[src/rtl/fifo_rd_arb_pkg.sv]
// Shared definitions for the FIFO read-port arbiter: FSM encoding and
// counter-width helper used to size the burst and stall counters.
package fifo_rd_arb_pkg;

    // FSM encoding; only two states exist
    localparam logic [0:0] ST_IDLE  = 1'b0;
    localparam logic [0:0] ST_BURST = 1'b1;

    // Width of a counter that must hold values 0..n-1 with one spare bit
    function automatic int unsigned cnt_width(input int unsigned n);
        return $clog2(n) + 1;
    endfunction

endpackage

[src/rtl/fifo_rd_arb_rr_pick.sv]
// Combinational round-robin selector: returns the first requester at or
// after the pointer, wrapping modulo NUM_REQ, as one-hot and as an index.
module rr_pick #(
    parameter int unsigned NUM_REQ = 4
) (
    input  logic [NUM_REQ-1:0]         i_req,
    input  logic [$clog2(NUM_REQ)-1:0] i_ptr,
    output logic [NUM_REQ-1:0]         o_onehot,
    output logic [$clog2(NUM_REQ)-1:0] o_idx,
    output logic                       o_any
);

    localparam int unsigned IDX_W = $clog2(NUM_REQ);

    logic w_found;

    // Pointer plus offset, wrapped into 0..NUM_REQ-1 (pointer is always < NUM_REQ)
    function automatic logic [IDX_W-1:0] wrap_idx(input logic [IDX_W-1:0] p,
                                                  input int unsigned      k);
        int unsigned s;
        s = 32'(p) + k;
        if (s >= NUM_REQ) s = s - NUM_REQ;
        return IDX_W'(s);
    endfunction

    // Scan from the pointer and keep the first active request
    always_comb begin
        o_onehot = '0;
        o_idx    = '0;
        w_found  = 1'b0;
        for (int unsigned k = 0; k < NUM_REQ; k++) begin
            if (!w_found && i_req[wrap_idx(i_ptr, k)]) begin
                w_found                     = 1'b1;
                o_idx                       = wrap_idx(i_ptr, k);
                o_onehot[wrap_idx(i_ptr, k)] = 1'b1;
            end
        end
    end

    assign o_any = |i_req;

endmodule

[src/rtl/fifo_rd_arb.sv]
// FIFO read-port arbiter: grants one consumer at a time a burst of up to
// BURST_LEN pops, releasing early on abandon or a prolonged empty stall.
// Read data returns one cycle after each pop, flagged by rd_vld.
module fifo_rd_arb
    import fifo_rd_arb_pkg::*;
#(
    parameter int unsigned NUM_REQ   = 4,
    parameter int unsigned BURST_LEN = 4,
    parameter int unsigned STALL_MAX = 8
) (
    input  logic               r_clk,
    input  logic               r_rst,
    input  logic [NUM_REQ-1:0] req,
    input  logic               r_empty,
    output logic               r_pop,
    output logic [NUM_REQ-1:0] gnt,
    output logic [NUM_REQ-1:0] rd_vld,
    output logic               busy
);

    localparam int unsigned IDX_W  = $clog2(NUM_REQ);
    localparam int unsigned WCNT_W = cnt_width(BURST_LEN);
    localparam int unsigned SCNT_W = cnt_width(STALL_MAX);

    logic [0:0]         r_state;
    logic [IDX_W-1:0]   r_owner;
    logic [IDX_W-1:0]   r_ptr;
    logic [WCNT_W-1:0]  r_wcnt;
    logic [SCNT_W-1:0]  r_scnt;
    logic [NUM_REQ-1:0] r_gnt;
    logic [NUM_REQ-1:0] r_vld;

    logic [NUM_REQ-1:0] w_pick_oh;
    logic [IDX_W-1:0]   w_pick_idx;
    logic               w_any;
    logic               w_in_burst;
    logic               w_pop;
    logic               w_last_word;
    logic               w_stall_out;
    logic               w_release;
    logic [IDX_W-1:0]   w_next_ptr;

    rr_pick #(
        .NUM_REQ (NUM_REQ)
    ) u_pick (
        .i_req    (req),
        .i_ptr    (r_ptr),
        .o_onehot (w_pick_oh),
        .o_idx    (w_pick_idx),
        .o_any    (w_any)
    );

    assign w_in_burst  = (r_state == ST_BURST);
    assign w_pop       = w_in_burst & req[r_owner] & ~r_empty;
    assign w_last_word = (r_wcnt == WCNT_W'(BURST_LEN - 1));
    assign w_stall_out = (r_scnt == SCNT_W'(STALL_MAX - 1));
    assign w_release   = w_in_burst &
                         ((w_pop & w_last_word) | ~req[r_owner] | (r_empty & w_stall_out));
    assign w_next_ptr  = (r_owner == IDX_W'(NUM_REQ - 1)) ? '0 : r_owner + IDX_W'(1);

    // Arbitration, burst/stall counting and one-cycle-delayed data-valid
    always_ff @(posedge r_clk) begin
        if (r_rst) begin
            r_state <= ST_IDLE;
            r_owner <= '0;
            r_ptr   <= '0;
            r_wcnt  <= '0;
            r_scnt  <= '0;
            r_gnt   <= '0;
            r_vld   <= '0;
        end else begin
            r_vld <= w_pop ? r_gnt : '0;
            if (r_state == ST_IDLE) begin
                if (w_any) begin
                    r_state <= ST_BURST;
                    r_gnt   <= w_pick_oh;
                    r_owner <= w_pick_idx;
                    r_wcnt  <= '0;
                    r_scnt  <= '0;
                end
            end else if (w_release) begin
                r_state <= ST_IDLE;
                r_gnt   <= '0;
                r_ptr   <= w_next_ptr;
            end else if (w_pop) begin
                r_wcnt <= r_wcnt + WCNT_W'(1);
                r_scnt <= '0;
            end else begin
                r_scnt <= r_scnt + SCNT_W'(1);
            end
        end
    end

    assign r_pop  = w_pop;
    assign gnt    = r_gnt;
    assign rd_vld = r_vld;
    assign busy   = w_in_burst;

endmodule

[config.mk]
export PLATFORM = sky130hd
export DESIGN_NAME = fifo_rd_arb
export DESIGN_NICKNAME = d
export VERILOG_FILES = /design/src/rtl/fifo_rd_arb_pkg.sv /design/src/rtl/fifo_rd_arb_rr_pick.sv /design/src/rtl/fifo_rd_arb.sv
export SDC_FILE = /design/constraint.sdc
export NUM_CORES = 1
export LEC_CHECK = 0
export ABC_AREA = 1
export CORE_MARGIN = 4
export CORE_UTILIZATION = 46
export CTS_BUF_LIST = sky130_fd_sc_hd__clkbuf_8
export CTS_CLUSTER_SIZE = 12
export DETAILED_ROUTE_END_ITERATION = 8
export PLACE_DENSITY = 0.68
export SLEW_MARGIN = 25
export SYNTH_ARGS = -nofsm -noshare
export SYNTH_HDL_FRONTEND = slang
export SYNTH_SLANG_ARGS = --single-unit
[constraint.sdc]
create_clock -name r_clk -period 5.1 [get_ports r_clk]
set_input_delay 0.765 -clock r_clk [delete_from_list [all_inputs] [get_ports r_clk]]
set_output_delay 0.765 -clock r_clk [all_outputs]
set_load 0.01 [all_outputs]
==> results of run 1 <==
-- how the worst max path moves through the flow --
stage	depth (start not counted)	slack, ns	end	from
after floorplan	6	3.14	r_pop	req[1]
after global placement	6	2.02	r_pop	req[2]
after detailed placement	8	1.98	r_pop	req[0]
after CTS	8	1.97	r_pop	req[0]
after global routing	6	1.86	r_pop	req[2]
final	8	1.95	r_pop	req[1]
-- power breakdown --
group | internal (uW) | switching [uW]
Sequential | 183 | 35.7
Clock | 105 | 52.7
Combinational | 115 | 192
-- Yosys cell counts, types with 2 or more instances --
master	instances	area, sq um
nor2_2	2	12.5
ha_1	11	138
nor2_1	22	82.6
nand2_1	54	203
o21ai_1	3	15.0
a21boi_0	4	30.0
inv_1	22	82.6
a21oi_1	16	80.1
dfxtp_1	20	400
o21ai_0	4	20.0
nand3_1	24	120
inv_4	2	12.5
nand2_2	4	25.0
-- metrics by stage --
| stage | setup WS, ns | total power (uW) | cell area (sq um) | util (%) | hold WS [ns] |
|---|---|---|---|---|---|
| 6_report | 1.95 | 682 | 1610 | 57.8 | 0.450 |
| 5_1_grt | 1.86 | 743 | 1610 | 57.8 | 0.466 |
| 4_1_cts | 1.97 | 686 | 1610 | 57.8 | 0.455 |
| 3_5_place_dp | 1.98 | 526 | 1540 | 55.2 | 0.442 |
| 3_3_place_gp | 2.02 | 517 | 1540 | 55.2 | 0.442 |
| 2_1_floorplan | 3.14 | 446 | 1350 | - | 0.461 |
-- layout by cell type, fill, tap and decap left out, drive strengths merged --
cell type      count
or2                1
nor3               1
nand2             59
nand4              1
xor2               1
clkbuf             3
nor2              25
a21oi             16
nand3             25
clkdlybuf4s50     16
dfxtp             20
bufinv             1
o211ai             1
a21boi             4
a22oi              1
ha                11
o21ai              9
inv               25
-- worst max-delay path, cell delays in order --
cell,delay [ns]
clkdlybuf4s50_1,0.54
nand2_1,0.08
nand2_1,0.08
nand2_1,0.05
o21ai_1,0.14
nand2_1,0.10
inv_1,0.09
clkdlybuf4s50_1,0.54
-- per-layer routing --
metal  global-route usage [%]  vias to the layer above  share of wire [%]
met5                        0                        -                  0
met2                     28.9                       28                 49
met3                     2.34                        5                2.8
met1                     21.4                      588                 46
li1                         -                      685                  -
met4                     6.78                        0                1.5
-- cells by family (layout without fill, tap and decap cells) --
family,Yosys count,in the layout,synth area share [%]
buffers and inverters,27,45,8.16
AO/OA/AOI/OAI,31,31,14.1
AND/OR/NAND/NOR,112,112,37.2
adder cells (fa/ha/maj),11,11,10.2
flip-flops,20,20,29.7
XOR/XNOR,1,1,0.649
-- registers in the layout, summed over array words and instances, names as in the netlist --
name / cells
r_scnt: 4
gnt: 4
r_wcnt: 3
r_ptr: 2
r_owner: 2
busy: 1
rd_vld: 4
-- area by class of cell --
class                   count  area [sq um]  share of cell area [%]
multi-input cells         155           838                    52.1
flip-flops and latches     20           400                    24.9
repair buffers             16           160                    9.96
inverters                  25          98.8                    6.15
clock buffers               3          41.3                    2.57
well taps                  31          38.8                    2.41
clock inverters             1          30.0                    1.87
==> impl_metrics.ini, run 1 <==
[clock_tree]
cts_buffers = 3
insertion_delay_ns = 0.26
cts_tree = built
cts_root_buf = clkbuf_8
cts.sinks = 20
cts-resized-gates = 0
cts.clk_slew.worst_paths_ns = 0.08
cts_hold_buf = 0
post_cts_buffers = 0
htree_levels = 1
clockBufferDepth = 2

[synth]
ys_seq_area_share_pct = 29.7
netlist_instances = 202
yosysWarningCount = 0
yosys_register_bits = 20
ys_types = 27
syn-num-nets = 220
synth-async-reset-ratio_pct = 0
syn_avg_cell_area_sq_um = 6.68
synth_edf_count = 0
synth_ff_type = dfxtp_1
syn_area_sq_um = 1350

[run_status]
status = finished, final reports clean

[final_layout]
layout.nets = 239
stdcell_count = 251
drive_gt1_share_pct = 8.64
syn2layout_area_growth_pct = 19.2
fillers = 262
antenna_cells = 0

[power]
p_leak_uw = 0.000742
peakVddDrop_v = 0.000227
power_density_nw_per_um2 = 424

[min_path]
holdPathEnd = rd_vld[2]$_SDFF_PP0_
hold_path_class = reg2reg
min_from = gnt[2]$_SDFFE_PP0P_
min_path_cells = 2

[setup_path]
r2r_end = gnt[1]$_SDFFE_PP0P_
rr_startpoint = r_ptr[0]$_SDFFE_PP0P_
end_kind = primary output
crit_arrival_ns = 2.38
critical_path_required_ns = 4.34
path_class = in2out
cp-start-kind = input pin
reg2regPathDepth = 10
cp_max_fo = 4
reg2reg_slack_ns = 2.89

[sta]
slew_violations = 0
timing.fmax_mhz = 318
setup_tns_ns = 0
hold_viol = 0
period_needed_ns = 3.15
min_period_over_period_pct = 61.7
slew_headroom_pct = 60.8
rsz0062_at_grt = false
tightestPinTransition_ns = 0.587
setup_violations = 0
fin_skew_ns = 0.00665

[grt]
track_usage_pct = 17.0
grt_pass1_wl_microns = 5500
overflow = 0
antenna_found_initial = 0
grt_pass1_vias = 1293
grt_max_degree = 15

[place]
portBuffers = 16
gp_congestion = 0.825
dp_cells = 247
dp_hpwl_microns = 2400

[floorplanning]
design.core.area_sq_um = 2780
die_h_microns = 62.2
fp.dieArea_sq_um = 3860
rows = 19
die_w_microns = 62.2
ios = 17
start_util_pct = 48.5

[drt]
drc = 0
route.vias.total = 1306
viasPerCell = 5.20
ant_nets = 0
wl_per_cell_microns = 12.4
drt_wl_total_microns = 3110
drt_iter0_drc = 77
first_pass_iters = 4

[flow_run]
cap_viol_max_count = 0
Note: power is estimated with default switching activity, not from simulation.
==> run 2: changes to the inputs <==
==> constraint.sdc (replaced) <==
create_clock -name r_clk -period 2.9 [get_ports r_clk]
set_input_delay 0.435 -clock r_clk [delete_from_list [all_inputs] [get_ports r_clk]]
set_output_delay 0.435 -clock r_clk [all_outputs]
set_load 0.01 [all_outputs]
==> run 2 against run 1 <==
Effect of this change:
- flip-flop and latch count did not move
- routed wire length down 4.2%
- combinational power up 82%
- power grew 76%
- non-clock buffer count is 1 higher
- critical path depth is the same
- first-iteration DRC count is 1.3% higher
- hold slack got worse by 0.00090 ns
- critical path type unchanged
- critical endpoint unchanged
- largest power group unchanged
==> impl_metrics.ini, run 2 (synthesis gave the netlist of run 1 again) <==
[sta]
setup_violations = 0
setup_ws_ns = 0.462
slew_violations = 0
hold_viol = 0
setup_tns_ns = 0
fin_skew_ns = 0.00350
slew_headroom_pct = 73.3
tightestPinTransition_ns = 0.399
period_needed_ns = 2.44
timing.fmax_mhz = 410
min_period_over_period_pct = 84.1
timing.hold.ws_ns = 0.449
rsz0062_at_grt = false

[grt]
grt_pass1_vias = 1227
grt_max_degree = 15
overflow = 0
grt_pass1_wl_microns = 5220
antenna_found_initial = 0
track_usage_pct = 15.9

[place]
dp_hpwl_microns = 2370
preCtsSetupSlack_ns = 0.470
gp_congestion = 0.842
portBuffers = 16

[clock_tree]
cts_tree = built
cts_root_buf = clkbuf_8
cts.sinks = 20
clockBufferDepth = 2
cts.clk_slew.worst_paths_ns = 0.08
cts_buffers = 3
cts-resized-gates = 0
insertion_delay_ns = 0.26
htree_levels = 1
cts_hold_buf = 0
post_cts_buffers = 0

[drt]
viasPerCell = 5.19
drc = 0
drt_iter0_drc = 78
ant_nets = 0
drt_wl_total_microns = 2980
route.vias.total = 1308
wl_per_cell_microns = 11.8
first_pass_iters = 4

[setup_path]
cp_slowest_stage_delay_ns = 0.54
cp_max_fo = 4
end_kind = primary output
cp-start-kind = input pin
slowest_stage = clkdlybuf4s50_1
crit_arrival_ns = 2.00
cpMostUsedCell = nand2_1
path_class = in2out
path_cells = clkdlybuf4s50_1, nand2_1, nand2_1, nand2_1, o21ai_1, nand2_1, inv_1, clkdlybuf4s50_1
critical_path_required_ns = 2.47

[final_layout]
mostFrequentLayoutCell = nand2_1
ff_latch_area_sq_um = 400
syn2layout_area_growth_pct = 19.8
multiInputGateArea_sq_um = 838
antenna_cells = 0
fillers = 262
layout_common_cells = nand2_1, nand3_1, inv_1, nor2_1, dfxtp_1
drive_gt1_share_pct = 9.05
layout.nets = 240

[flow_run]
cap_viol_max_count = 0

[floorplanning]
start_util_pct = 48.5
rows = 19
die_w_microns = 62.2
ios = 17
die_h_microns = 62.2
fp.dieArea_sq_um = 3860
design.core.area_sq_um = 2780

[run_status]
status = finished, final reports clean

[power]
power_density_nw_per_um2 = 743
p_leak_uw = 0.000747
peakVddDrop_v = 0.000672

[min_path]
hold_path_class = reg2reg
## run 2: cell count changes in the layout (fill, tap and decap cells not counted), sizes merged
cell,delta
buf,+1
## run 2: worst paths after layout
check / from / to / slack, ns / cells past startpoint
hold / removal: gnt[2]$_SDFFE_PP0P_ / rd_vld[2]$_SDFF_PP0_ / 0.45 / 2
setup reg to reg: r_ptr[1]$_SDFFE_PP0P_ / gnt[1]$_SDFFE_PP0P_ / 0.86 / 10
setup / recovery: req[1] / r_pop / 0.46 / 8
hold reg to reg: gnt[2]$_SDFFE_PP0P_ / rd_vld[2]$_SDFF_PP0_ / 0.45 / 2
## run 2: layout make-up
cell class / count / area share, %
clock buffers: 3 / 2.56
inverters: 25 / 6.12
repair buffers: 17 / 10.4
well taps: 31 / 2.40
clock inverters: 1 / 1.86
multi-input cells: 155 / 51.9
flip-flops and latches: 20 / 24.8
## run 2: report_power, final
group / internal [uW] / switching (uW) / leakage [uW]
Clock: 184 / 91.7 / 0.0000357
Sequential: 321 / 46.8 / 0.000164
Combinational: 206 / 350 / 0.000547
Total: 711 / 489 / 0.000747
## run 2: through the flow
| step | total power [uW] | std cells | util [%] | cell area, sq um |
|---|---|---|---|---|
| after floorplan | 785 | 202 | - | 1350 |
| after global placement | 914 | 248 | 55.5 | 1540 |
| after detailed placement | 931 | 248 | 55.5 | 1540 |
| after CTS | 1210 | 252 | 58.1 | 1620 |
| after global routing | 1300 | 252 | 58.1 | 1620 |
| final | 1200 | 252 | 58.1 | 1620 |
## run 2: worst max-delay path, delay by kind of cell
| family | cells | cell delay (ns) |
|---|---|---|
| buf+inv | 3 | 1.14 |
| compound gates | 1 | 0.12 |
| simple gates | 4 | 0.30 |
## run 2: routing by layer
layer  share of wire (%)  global-route usage, %  wire length (microns)  up-vias
met5                   0                      0                      0        -
met3                 4.2                   3.78                    126        2
met4                0.30                   3.25                      9        0
li1                    -                      -                      -      693
met2                  51                   27.7                   1520       23
met1                  44                   19.7                   1320      590
==> run 3: changes to the inputs <==
--- a/config.mk
+++ b/config.mk
@@ -11,7 +11,7 @@
 export CTS_BUF_LIST = sky130_fd_sc_hd__clkbuf_8
 export CTS_CLUSTER_SIZE = 12
 export DETAILED_ROUTE_END_ITERATION = 8
-export PLACE_DENSITY = 0.68
+export PLACE_DENSITY = 0.71
 export SLEW_MARGIN = 25
 export SYNTH_ARGS = -nofsm -noshare
 export SYNTH_HDL_FRONTEND = slang
==> constraint.sdc (replaced) <==
create_clock -name r_clk -period 2.05 [get_ports r_clk]
set_input_delay 0.3075 -clock r_clk [delete_from_list [all_inputs] [get_ports r_clk]]
set_output_delay 0.3075 -clock r_clk [all_outputs]
set_load 0.01 [all_outputs]
==> run 3 against run 2 <==
Effect of this change:
- clock-buffer cell count grew 1
- global-route usage increased by 0.75 points
- via count rose by 4.4%
- non-clock buffer count up 9
- power up 38%
- routed wire length increased by 5.9%
- worst setup slack got worse by 0.23 ns
- sequential share of layout area decreased by 0.80 points
- clock power grew 6%
- final cell count up 3.6%
- utilization up 1.9 points
- critical path depth is 2 lower
==> impl_metrics.ini, run 3 (synthesis gave the netlist of run 1 again) <==
[setup_path]
slowest_stage = clkdlybuf4s50_1
reg2reg_slack_ns = 0.24
end_kind = primary output
path_cells = clkdlybuf4s50_1, nor2_1, o21ai_2, nand2_1, inv_1, dlygate4sd2_1
path_class = in2out
cp_max_fo = 4
critical_path_required_ns = 1.74
crit_arrival_ns = 1.51
rr_startpoint = r_ptr[0]$_SDFFE_PP0P_
cp-start-kind = input pin
r2r_end = r_owner[0]$_SDFFE_PP0P_
cp_slowest_stage_delay_ns = 0.52
reg2regPathDepth = 10

[run_status]
status = finished, final reports clean

[clock_tree]
htree_levels = 1
cts_tree = built
cts_hold_buf = 0
cts.sinks = 20
insertion_delay_ns = 0.25
clockBufferDepth = 2
cts_buffers = 3
cts.clk_slew.worst_paths_ns = 0.07
cts_root_buf = clkbuf_8

[grt]
grt_max_degree = 14
antenna_found_initial = 0
grt_pass1_vias = 1303
grt_pass1_wl_microns = 5520
overflow = 0
track_usage_pct = 16.7

[sta]
min_period_over_period_pct = 88.6
setup_violations = 0
rsz0062_at_grt = false
slew_violations = 0
slew_headroom_pct = 78.3
tightestPinTransition_ns = 0.325
fin_skew_ns = 0.00118
setup_tns_ns = 0
timing.hold.ws_ns = 0.454
hold_viol = 0
period_needed_ns = 1.82
timing.fmax_mhz = 550

[final_layout]
fillers = 260
ff_latch_area_sq_um = 400
antenna_cells = 0
layout_common_cells = nand2_1, nand3_1, inv_1, nor2_1, dfxtp_1
syn2layout_area_growth_pct = 23.7
fin_util_pct = 60.0
layout.nets = 249
multiInputGateArea_sq_um = 842
drive_gt1_share_pct = 13.0
mostFrequentLayoutCell = nand2_1

[min_path]
min_from = gnt[1]$_SDFFE_PP0P_
holdPathEnd = rd_vld[1]$_SDFF_PP0_
hold_path_class = reg2reg
min_path_cells = 2

[power]
p_leak_uw = 0.000789
power_density_nw_per_um2 = 993
peakVddDrop_v = 0.000778
finalPower_uw = 1660

[floorplanning]
design.core.area_sq_um = 2780
die_h_microns = 62.2
start_util_pct = 48.5
ios = 17
die_w_microns = 62.2
rows = 19
fp.dieArea_sq_um = 3860

[place]
portBuffers = 16
gp_congestion = 0.872
dp_hpwl_microns = 2510

[drt]
drt_iter0_drc = 109
drt_wl_total_microns = 3150
route.vias.total = 1365
first_pass_iters = 5
wl_per_cell_microns = 12.1
drc = 0
viasPerCell = 5.23
ant_nets = 0

[flow_run]
cap_viol_max_count = 0
-- run 3: worst max-delay path by stage --
| stage | startpoint | cells past startpoint | slack [ns] | end |
|---|---|---|---|---|
| 6_report | req[3] | 6 | 0.23 | r_pop |
| 2_1_floorplan | r_ptr[0]$_SDFFE_PP0P_ | 11 | 0.33 | gnt[0]$_SDFFE_PP0P_ |
| 5_1_grt | r_ptr[0]$_SDFFE_PP0P_ | 10 | 0.07 | gnt[1]$_SDFFE_PP0P_ |
| 3_5_place_dp | req[3] | 6 | -0.11 | r_pop |
| 4_1_cts | req[3] | 6 | 0.22 | r_pop |
| 3_3_place_gp | req[3] | 6 | -0.11 | r_pop |
-- run 3: what timing repair did --
item / 4_1_cts / 5_1_grt
buffers inserted: 0 / 0
gates resized for setup: 2 / 0
setup endpoints to repair: 1 / 0
-- run 3: critical path: cells and delay by family --
| kind | cells | cell delay, ns |
|---|---|---|
| buf+inv | 3 | 0.87 |
| compound gates | 1 | 0.17 |
| simple gates | 2 | 0.16 |
-- run 3: cell type report --
cell class,count,area share [%]
sequential,20,24.0
timing repair buffer,26,14.0
clock buffer,4,3.30
inverter,25,5.92
multi-input combinational,155,50.4
tap,31,2.32
-- run 3: power breakdown --
part           internal (uW)  switching, uW
clock                    171            123
sequential               455           54.6
combinational            322            532
total                    948            709
-- run 3: through the flow --
stage / cells / cell area (sq um) / setup WS (ns)
global placement: 257 / 1610 / -0.108
finish: 261 / 1670 / 0.233
global route: 261 / 1670 / 0.0707
detailed placement: 257 / 1610 / -0.106
CTS: 261 / 1670 / 0.215
floorplan: 202 / 1350 / 0.328
-- run 3: layer usage --
layer | up-vias | track usage (%) | share of wire, %
li1 | 712 | - | -
met4 | 0 | 3.79 | 0
met1 | 622 | 21.6 | 46
met3 | 0 | 3.78 | 3.8
met2 | 31 | 27.8 | 50
met5 | - | 0 | 0
